--- src/rtl/coord_to_index_pkg.sv ---
// Shared grid constants and encoder state type.
// Also used by the index decoder and the triangle-area blocks.
package coord_to_index_pkg;

  localparam int GRID_W  = 600;
  localparam int GRID_H  = 600;
  localparam int COORD_W = 11;
  localparam int INDEX_W = 33;

  typedef enum logic [1:0] {
    ST_IDLE,
    ST_MUL,
    ST_DONE
  } state_e;

endpackage

--- src/rtl/coord_to_index_mult_shift_add.sv ---
// Iterative shift-add multiply of an operand by a fixed multiplicand.
// One operand bit per clock, LSB first; fixed A_W-cycle latency.
module mult_shift_add
  import coord_to_index_pkg::*;
#(
  parameter int MCAND = GRID_W,
  parameter int A_W   = COORD_W,
  parameter int P_W   = INDEX_W
) (
  input  logic           clk,
  input  logic           rst_n,
  input  logic           start,
  input  logic [A_W-1:0] a,
  output logic           busy,
  output logic           done,
  output logic [P_W-1:0] product
);

  localparam int CNT_W = $clog2(A_W + 1);

  logic [A_W-1:0]   a_q, a_d;
  logic [P_W-1:0]   m_q, m_d;
  logic [P_W-1:0]   acc_q, acc_d;
  logic [CNT_W-1:0] cnt_q, cnt_d;
  logic             busy_q, busy_d;

  always_comb begin
    a_d    = a_q;
    m_d    = m_q;
    acc_d  = acc_q;
    cnt_d  = cnt_q;
    busy_d = busy_q;
    done   = 1'b0;
    if (start) begin
      a_d    = a;
      m_d    = P_W'(MCAND);
      acc_d  = '0;
      cnt_d  = '0;
      busy_d = 1'b1;
    end else if (busy_q) begin
      // m_q tracks MCAND << cnt, a_q[0] is operand bit cnt
      if (a_q[0]) acc_d = acc_q + m_q;
      a_d   = a_q >> 1;
      m_d   = m_q << 1;
      cnt_d = cnt_q + CNT_W'(1);
      if (cnt_q == CNT_W'(A_W - 1)) begin
        busy_d = 1'b0;
        done   = 1'b1;
      end
    end
  end

  always_ff @(posedge clk or negedge rst_n) begin
    if (!rst_n) begin
      a_q    <= '0;
      m_q    <= '0;
      acc_q  <= '0;
      cnt_q  <= '0;
      busy_q <= 1'b0;
    end else begin
      a_q    <= a_d;
      m_q    <= m_d;
      acc_q  <= acc_d;
      cnt_q  <= cnt_d;
      busy_q <= busy_d;
    end
  end

  // Final sum is presented in the same cycle as done
  assign busy    = busy_q;
  assign product = acc_d;

endmodule

--- src/rtl/coord_to_index.sv ---
// Grid point (x row, y column) to linear index x*GRID_W + y.
// Valid/ready on both sides; fixed-latency shift-add multiply.
module coord_to_index
  import coord_to_index_pkg::*;
#(
  parameter int GRID_W  = coord_to_index_pkg::GRID_W,
  parameter int GRID_H  = coord_to_index_pkg::GRID_H,
  parameter int COORD_W = coord_to_index_pkg::COORD_W,
  parameter int INDEX_W = coord_to_index_pkg::INDEX_W
) (
  input  logic               CLOCK_50,
  input  logic               RESET_N,
  input  logic               in_valid,
  output logic               in_ready,
  input  logic [COORD_W-1:0] in_x,
  input  logic [COORD_W-1:0] in_y,
  output logic               out_valid,
  input  logic               out_ready,
  output logic [INDEX_W-1:0] out_index,
  output logic               out_err
);

  state_e state_q, state_d;

  logic [COORD_W-1:0] y_q, y_d;
  logic               bad_q, bad_d;
  logic [INDEX_W-1:0] idx_q, idx_d;
  logic               err_q, err_d;

  logic               in_range;
  logic               mul_start;
  logic               mul_busy;
  logic               mul_done;
  logic [INDEX_W-1:0] mul_prod;

  assign in_range = (32'(in_x) < 32'(GRID_H)) &&
                    (32'(in_y) < 32'(GRID_W));

  mult_shift_add #(
    .MCAND (GRID_W),
    .A_W   (COORD_W),
    .P_W   (INDEX_W)
  ) u_mul (
    .clk     (CLOCK_50),
    .rst_n   (RESET_N),
    .start   (mul_start),
    .a       (in_x),
    .busy    (mul_busy),
    .done    (mul_done),
    .product (mul_prod)
  );

  always_comb begin
    state_d   = state_q;
    y_d       = y_q;
    bad_d     = bad_q;
    idx_d     = idx_q;
    err_d     = err_q;
    mul_start = 1'b0;
    unique case (state_q)
      ST_IDLE: begin
        if (in_valid && !mul_busy) begin
          y_d       = in_y;
          bad_d     = !in_range;
          mul_start = in_range;
          state_d   = ST_MUL;
        end
      end
      ST_MUL: begin
        // Rejected points spend one cycle here, giving a 1-cycle result
        if (bad_q) begin
          idx_d   = '0;
          err_d   = 1'b1;
          state_d = ST_DONE;
        end else if (mul_done) begin
          idx_d   = mul_prod + INDEX_W'(y_q);
          err_d   = 1'b0;
          state_d = ST_DONE;
        end
      end
      ST_DONE: begin
        if (out_ready) state_d = ST_IDLE;
      end
      default: state_d = ST_IDLE;
    endcase
  end

  always_ff @(posedge CLOCK_50 or negedge RESET_N) begin
    if (!RESET_N) begin
      state_q <= ST_IDLE;
      y_q     <= '0;
      bad_q   <= 1'b0;
      idx_q   <= '0;
      err_q   <= 1'b0;
    end else begin
      state_q <= state_d;
      y_q     <= y_d;
      bad_q   <= bad_d;
      idx_q   <= idx_d;
      err_q   <= err_d;
    end
  end

  assign in_ready  = (state_q == ST_IDLE) && !mul_busy;
  assign out_valid = (state_q == ST_DONE);
  assign out_index = idx_q;
  assign out_err   = err_q;

endmodule

--- config.mk ---
export PLATFORM = sky130hd
export DESIGN_NAME = coord_to_index
export DESIGN_NICKNAME = d
export VERILOG_FILES = /design/src/rtl/coord_to_index_pkg.sv /design/src/rtl/coord_to_index_mult_shift_add.sv /design/src/rtl/coord_to_index.sv
export SDC_FILE = /design/constraint.sdc
export NUM_CORES = 1
export LEC_CHECK = 0
export CAP_MARGIN = 10
export CELL_PAD_IN_SITES_DETAIL_PLACEMENT = 0
export CELL_PAD_IN_SITES_GLOBAL_PLACEMENT = 2
export CORE_MARGIN = 3
export CORE_UTILIZATION = 34
export CTS_CLUSTER_DIAMETER = 150
export DETAILED_ROUTE_END_ITERATION = 12
export GPL_TIMING_DRIVEN = 0
export PLACE_DENSITY_LB_ADDON = 0.1
export SLEW_MARGIN = 20
export SYNTH_ARGS = -nofsm -noshare
export SYNTH_HDL_FRONTEND = slang
export SYNTH_SLANG_ARGS = --single-unit
--- constraint.sdc ---
create_clock -name CLOCK_50 -period 5.1 [get_ports CLOCK_50]
set_input_delay 0.765 -clock CLOCK_50 [delete_from_list [all_inputs] [get_ports CLOCK_50]]
set_output_delay 0.765 -clock CLOCK_50 [all_outputs]
set_load 0.01 [all_outputs]
==> results of run 1 <==
## stage by stage
stage | power, mW | util, % | worst slack, ns | cells
floorplan | 3.688 | - | 0.05947 | 790
global placement | 4.596 | 39.30 | -2.530 | 1131
detailed placement | 4.636 | 39.45 | -2.442 | 1132
CTS | 5.945 | 42.76 | 0.01015 | 1169
global route | 6.377 | 43.01 | -0.02823 | 1173
finish | 5.896 | 43.01 | 0.2798 | 1173
## kinds of logic after synthesis
group / count (synthesis)
AOI/OAI and AO/OA: 205
and+or+nand+nor: 265
adders and majority gates: 44
muxes: 56
DFF: 127
xor gates and xnor gates: 40
buffers and inverters: 53
## placed cells by master, fill, tap and decap left out, types with 8 or more instances in the layout
cell             synthesis  layout
dfrtp_1                127     127
nand2_1                 82      82
nor2_1                  82      82
clkdlybuf4s50_1          0      60
a21oi_1                 48      48
mux2i_1                 43      43
ha_1                    42      42
o21ai_0                 32      31
xnor2_1                 27      27
a22o_1                  25      25
inv_1                   18      18
clkbuf_16                0      18
buf_4                    0      16
a21o_1                  13      13
mux2_2                  13      13
xor2_1                  13      13
nand3_1                 12      12
nor3_1                  11      11
nand4_1                 10      10
clkbuf_1                16      10
o211ai_1                 9       9
and2_1                   9       9
o21a_1                   8       8
nand2b_1                 8       8
buf_1                   11       8
o31ai_1                  9       8
## cell type report
cell class	count	share of cell area, %
Buffer	30	1.828
Clock buffer	17	4.505
Clock inverter	14	1.643
Inverter	18	0.7154
Multi-Input combinational cell	610	45.95
Sequential cell	127	33.65
Tap cell	280	3.710
Timing Repair Buffer	77	8.002
## power by group
part	leakage, nW	internal [mW]	switching, mW	total (mW)
combinational	2.26	1.27	1.69	2.96
clock	0.275	0.725	0.507	1.23
sequential	1.66	1.40	0.304	1.70
## worst reg2reg max path, stage by stage (launching register included)
cell	delay (ns)
dfrtp_1	0.32
buf_2	0.24
and2_1	0.21
buf_2	0.43
clkbuf_1	0.44
nor2_1	0.08
a211oi_1	0.49
ha_1	0.32
nor3_1	0.09
a21boi_1	0.16
o31ai_2	0.31
o31a_1	0.20
or3b_4	0.43
nor4_4	0.27
buf_4	0.19
nand3_1	0.08
xnor2_1	0.15
a22o_1	0.21
## synth_stat cells (6+ instances only)
cell,count
nand2b_1,8
buf_1,11
mux2i_1,43
a22o_1,25
buf_2,7
nor3_1,11
mux2_2,13
nand2_1,82
a21oi_1,48
and2_1,9
nand3_1,12
o21a_1,8
o21ai_0,32
dfrtp_1,127
a31oi_1,7
o31ai_1,9
a211oi_1,7
nor2_1,82
inv_1,18
a21o_1,13
xnor2_1,27
clkbuf_1,16
xor2_1,13
o211ai_1,9
nand4_1,10
ha_1,42
or3_1,6
## registers in the layout, summed over array words and instances, names as in the netlist
name	count
u_mul.a_q	11
bad_q	1
u_mul.busy	1
out_index	33
state_q	2
out_err	1
y_q	11
u_mul.m_q	30
u_mul.acc_q	33
u_mul.cnt_q	4
## metal layers
metal,up-vias,part of all wire (%)
met4,0,2.2
li1,3052,-
met3,31,3.1
met2,118,49
met1,3089,45
met5,-,0
## worst max-delay path by stage
stage                          endpoint  slack [ns]
after global routing      out_index[27]       -0.03
after CTS                 out_index[27]        0.01
after floorplan           out_index[23]        0.06
after detailed placement  out_index[31]       -2.44
after global placement    out_index[31]       -2.53
final                     out_index[27]        0.28
## timing repair
| action | 4_1_cts | 5_1_grt |
|---|---|---|
| setup endpoints to repair | 29 | 10 |
| buffers inserted | 10 | 5 |
| hold buffers | 0 | 0 |
| pin swaps | 7 | 8 |
| gates resized for setup | 20 | 8 |
==> impl_metrics.toml, run 1 <==
[outcome]
status = "completed"

[synthesis]
syn_nets = 860
async_flop_share_pct = 100.0
yosys_warnings = 0
yosysTopAreaCellShare_pct = 41.48
synth_compound_area_share_pct = 18.94
yosysTopAreaCell = "dfrtp_1"
synth_seq_cells = 127
synth_area_um2 = 7662
ys_top_cells_by_area = "dfrtp_1, ha_1, mux2i_1"
synth_top_family_by_area = "compound AO/OA/AOI/OAI gates"
synth_seq_area_share_pct = 41.48
netlist_instances = 790
syn_avg_cell_area_um2 = 9.699
yosys.area_share.simple_pct = 17.37
synth-xor-area-share_pct = 4.572
synth_adder_area_share_pct = 7.381
synthMuxAreaShare_pct = 7.528
synth_edf_count = 0
ys_types = 80
ys.flop_type = "dfrtp_1"

[timing]
fin_setup_tns_ns = 0
setup_violations = 0
tightest_slew_ns = 1.031
fin_crit_ns = 4.820
relSlewSlack_pct = 31.27
clock-skew-final_ns = 0.01361
fmax_mhz = 207.5
finalCritPeriodShare_pct = 94.51
hold_slack_ns = 0.2085
slew_violations = 0
finalHoldViolations = 0

[setup_path]
path_max_fanout = 11
r2r-start = "u_mul.busy"
setup.worst_path.start = "in_x[4]"
crit_chain = "clkdlybuf4s50_1, a21o_1, a211o_1, a221oi_4, buf_8, buf_8, a21oi_1, ha_1, inv_1, o21bai_1, a21boi_1, o31ai_2, o31a_1, or3b_4, nor4_4, buf_4, nand3_1, xnor2_1, a22o_1"
worstSetupPathType = "in2reg"
crit_slowest_cell = "or3b_4"
worst-path-buf-inv = 5
start_kind = "primary input"
reg2reg_depth = 17
r2r_setup_slack_ns = 0.37
path_delay_family = "compound AO/OA/AOI/OAI gates"
arrival_ns = 5.13
rr_endpoint = "out_index[27]"
crit_required_ns = 5.41
crit_top_cell = "buf_8"
path_depth = 19
cp-end-kind = "flip-flop"
cp_slowest_stage_delay_ns = 0.43

[global_route]
use_met3_pct = 4.022
use_met2_pct = 32.80
grt_antenna_before_repair = 0
grt_pass1_vias = 6623
grt-ovfl-total = 0
grt_pass1_wl_um = 36400
track_usage_pct = 19.17
grt_max_degree = 90
grt_busiest_layer = "met2"
gr-usage-met1_pct = 24.27

[routing]
drt_iter0_drc = 281
routed_via_density = 5.362
drcViolationCount = 0
dr.pass1.iters = 4
wl_per_cell_um = 19.18
num_vias = 6290
drt_wl_total_um = 22490
ant_nets = 0

[clock_network]
clock_path_buffers = 2
cts_num_sinks = 127
cts.htree.levels = 4
numCtsBuffers = 17
tritoncts = "built"
cts_root_buf = "clkbuf_16"
clk_latency_ns = 0.43
cts.clk_slew.worst_paths_ns = 0.06

[place]
place_congestion = 0.8539
dpl_cell_area_um2 = 8663
io_buffers = 61
dp_hpwl_um = 16950

[floorplanning]
die-width_um = 156.1
fp-row-count = 54
start_util_pct = 34.89
core_um2 = 21960
die_area_um2 = 24370
die_h_um = 156.1
pin_count = 62

[final_layout]
seqCellArea_um2 = 3178
multiInputGateArea_um2 = 4339
antenna_cells = 0
area_growth_pct = 23.25
stdcell_area_um2 = 9444
fin_nets = 951
nFillCells = 2144
drive_gt1_share_pct = 12.54

[pwr]
cellPowerDensity_nw_per_um2 = 624.3
p_leak_nw = 4.194
ir_drop_mv = 0.2236

[run]
maxCapViolations = 0

[hold_path]
min_path_type = "in2async"
Note: power is estimated with default switching activity, not from simulation.
==> run 2: changes to the inputs <==
CORE_UTILIZATION = 38   (was 34)
clock period = 5 ns   (was 5.1 ns; I/O delays follow)
==> run 2 against run 1 <==
Against the previous run: worst hold slack better by 0.0013 ns; routed wire length decreased by 4.4%; non-clock buffer count is 5 lower; critical path depth decreased by 2; global-route usage rose by 1.3 points; critical path type unchanged; sequential share of layout area is 0.27 points higher; combinational power up 2%; final cell count is 1.6% lower; sequential cell count unchanged; clock skew up 0.019 ns.
==> impl_metrics.toml, run 2 (synthesis results as in run 1) <==
[floorplanning]
pin_count = 62
start_util_pct = 38.99
core_um2 = 19650
die-width_um = 148
fp-row-count = 51
die_area_um2 = 21900
die_h_um = 148

[setup_path]
cp-end-kind = "flip-flop"
path_max_fanout = 14
worstSetupPathType = "in2reg"
crit_chain = "clkdlybuf4s50_1, a21o_1, a211o_1, a221o_2, and2_1, ha_1, a21o_1, a21oi_1, o21bai_2, a21boi_2, o31ai_2, o31a_1, or3b_4, or3_4, nor3b_4, xor2_1, a22o_1"
crit_slowest_cell = "a221o_2"
crit_required_ns = 5.32
cp_slowest_stage_delay_ns = 0.55
r2r_setup_slack_ns = 0.41
crit_top_cell = "a21o_1"
start_kind = "primary input"
arrival_ns = 5.12

[global_route]
use_met3_pct = 3.250
use_met2_pct = 34.46
grt_antenna_before_repair = 0
grt_pass1_vias = 6501
track_usage_pct = 20.42
grt_pass1_wl_um = 35270
grt_max_degree = 86
gr-usage-met1_pct = 26.34
grt_busiest_layer = "met2"
grt-ovfl-total = 0

[routing]
wl_per_cell_um = 18.64
dr.pass1.iters = 4
drt_wl_total_um = 21510
drcViolationCount = 0
drt_iter0_drc = 313
routed_via_density = 5.432
ant_nets = 0
num_vias = 6269

[place]
dp_hpwl_um = 16370
placed_cells = 1117
place_congestion = 0.8791
dpl_cell_area_um2 = 8646
io_buffers = 61

[timing]
setup_violations = 0
finalHoldViolations = 0
fin_setup_tns_ns = 0
fin_crit_ns = 4.799
finalCritPeriodShare_pct = 95.98
tightest_slew_ns = 1.125
clock-skew-final_ns = 0.03268
slew_violations = 0
hold_slack_ns = 0.2098
relSlewSlack_pct = 25.03
fmax_mhz = 208.4

[clock_network]
numCtsBuffers = 17
clk_latency_ns = 0.43
cts.htree.levels = 4
hold_buffers = 0
cts.clk_slew.worst_paths_ns = 0.06
cts_root_buf = "clkbuf_16"
clock_path_buffers = 2
cts_num_sinks = 127
tritoncts = "built"

[final_layout]
mostFrequentLayoutCells = "dfrtp_1, nand2_1, nor2_1"
seqCellArea_um2 = 3178
area_growth_pct = 22.27
fin_nets = 946
multiInputGateArea_um2 = 4352
stdcell_area_um2 = 9369
nFillCells = 1930
antenna_cells = 0
layout_commonest_cell = "dfrtp_1"
final_cell_count_no_fill = 1154
drive_gt1_share_pct = 12.60

[pwr]
p_leak_nw = 4.171
total_power_mw = 5.952
ir_drop_mv = 0.2820
cellPowerDensity_nw_per_um2 = 635.3

[outcome]
status = "completed"

[hold_path]
min_path_type = "in2async"

[run]
maxCapViolations = 0
==> run 2: changes by cell type in the layout (fill, tap and decap cells not counted), sizes merged <==
cell	delta
inv	-1
bufinv	-1
clkinv	+4
buf	-4
clkinvlp	-2
==> run 2: path summary, 6_finish.rpt <==
| kind | start | end | depth (start not counted) |
|---|---|---|---|
| max in group asynchronous | RESET_N | y_q[4] | 2 |
| max | in_x[4] | out_index[23] | 17 |
| max reg2reg | u_mul.busy | out_index[32] | 18 |
| min | RESET_N | u_mul.m_q[20] | 1 |
| min reg2reg | u_mul.acc_q[2] | u_mul.acc_q[2] | 1 |
| min in group CLOCK_50 | u_mul.acc_q[2] | u_mul.acc_q[2] | 1 |
==> run 2: worst max-delay path: cells and delay by family <==
family          cells  cell delay [ns]
xor+xnor            1             0.08
simple gates        4             1.31
compound gates     10             2.24
buf+inv             1             0.43
fa+ha+maj           1             0.29
==> run 2: what timing repair did <==
item / CTS / global route
pin swaps: 5 / 9
buffers inserted: 8 / 3
gates resized for setup: 19 / 9
cloned: 0 / 0
setup endpoints to repair: 27 / 13
==> run 2: area by class of cell <==
type                       instances  share of cell area, %
multi-input combinational        610                  46.45
sequential                       127                  33.92
timing repair buffer              73                  7.746
clock buffer                      18                  4.581
tap                              265                  3.539
buffer                            29                  1.629
clock inverter                    14                  1.416
inverter                          18                 0.7212
==> run 2: routing by layer <==
metal	vias to the layer above	wire length [µm]	part of all wire, %
met2	102	10680	50
met1	3092	9680	45
met3	26	546	2.5
met4	0	603	2.8
li1	3049	-	-
met5	-	0	0
==> run 2: power breakdown <==
part / switching (mW) / internal, mW / total [mW] / leakage [nW]
Sequential: 0.305 / 1.43 / 1.73 / 1.66
Clock: 0.505 / 0.692 / 1.20 / 0.273
Combinational: 1.73 / 1.29 / 3.02 / 2.24
==> run 2: stage by stage <==
| stage | utilization, % | worst slack, ns |
|---|---|---|
| global placement | 43.82 | -2.218 |
| CTS | 47.44 | 0.02966 |
| detailed placement | 43.99 | -2.178 |
| global route | 47.67 | -0.01667 |
| finish | 47.67 | 0.2010 |
| floorplan | - | 0.04506 |
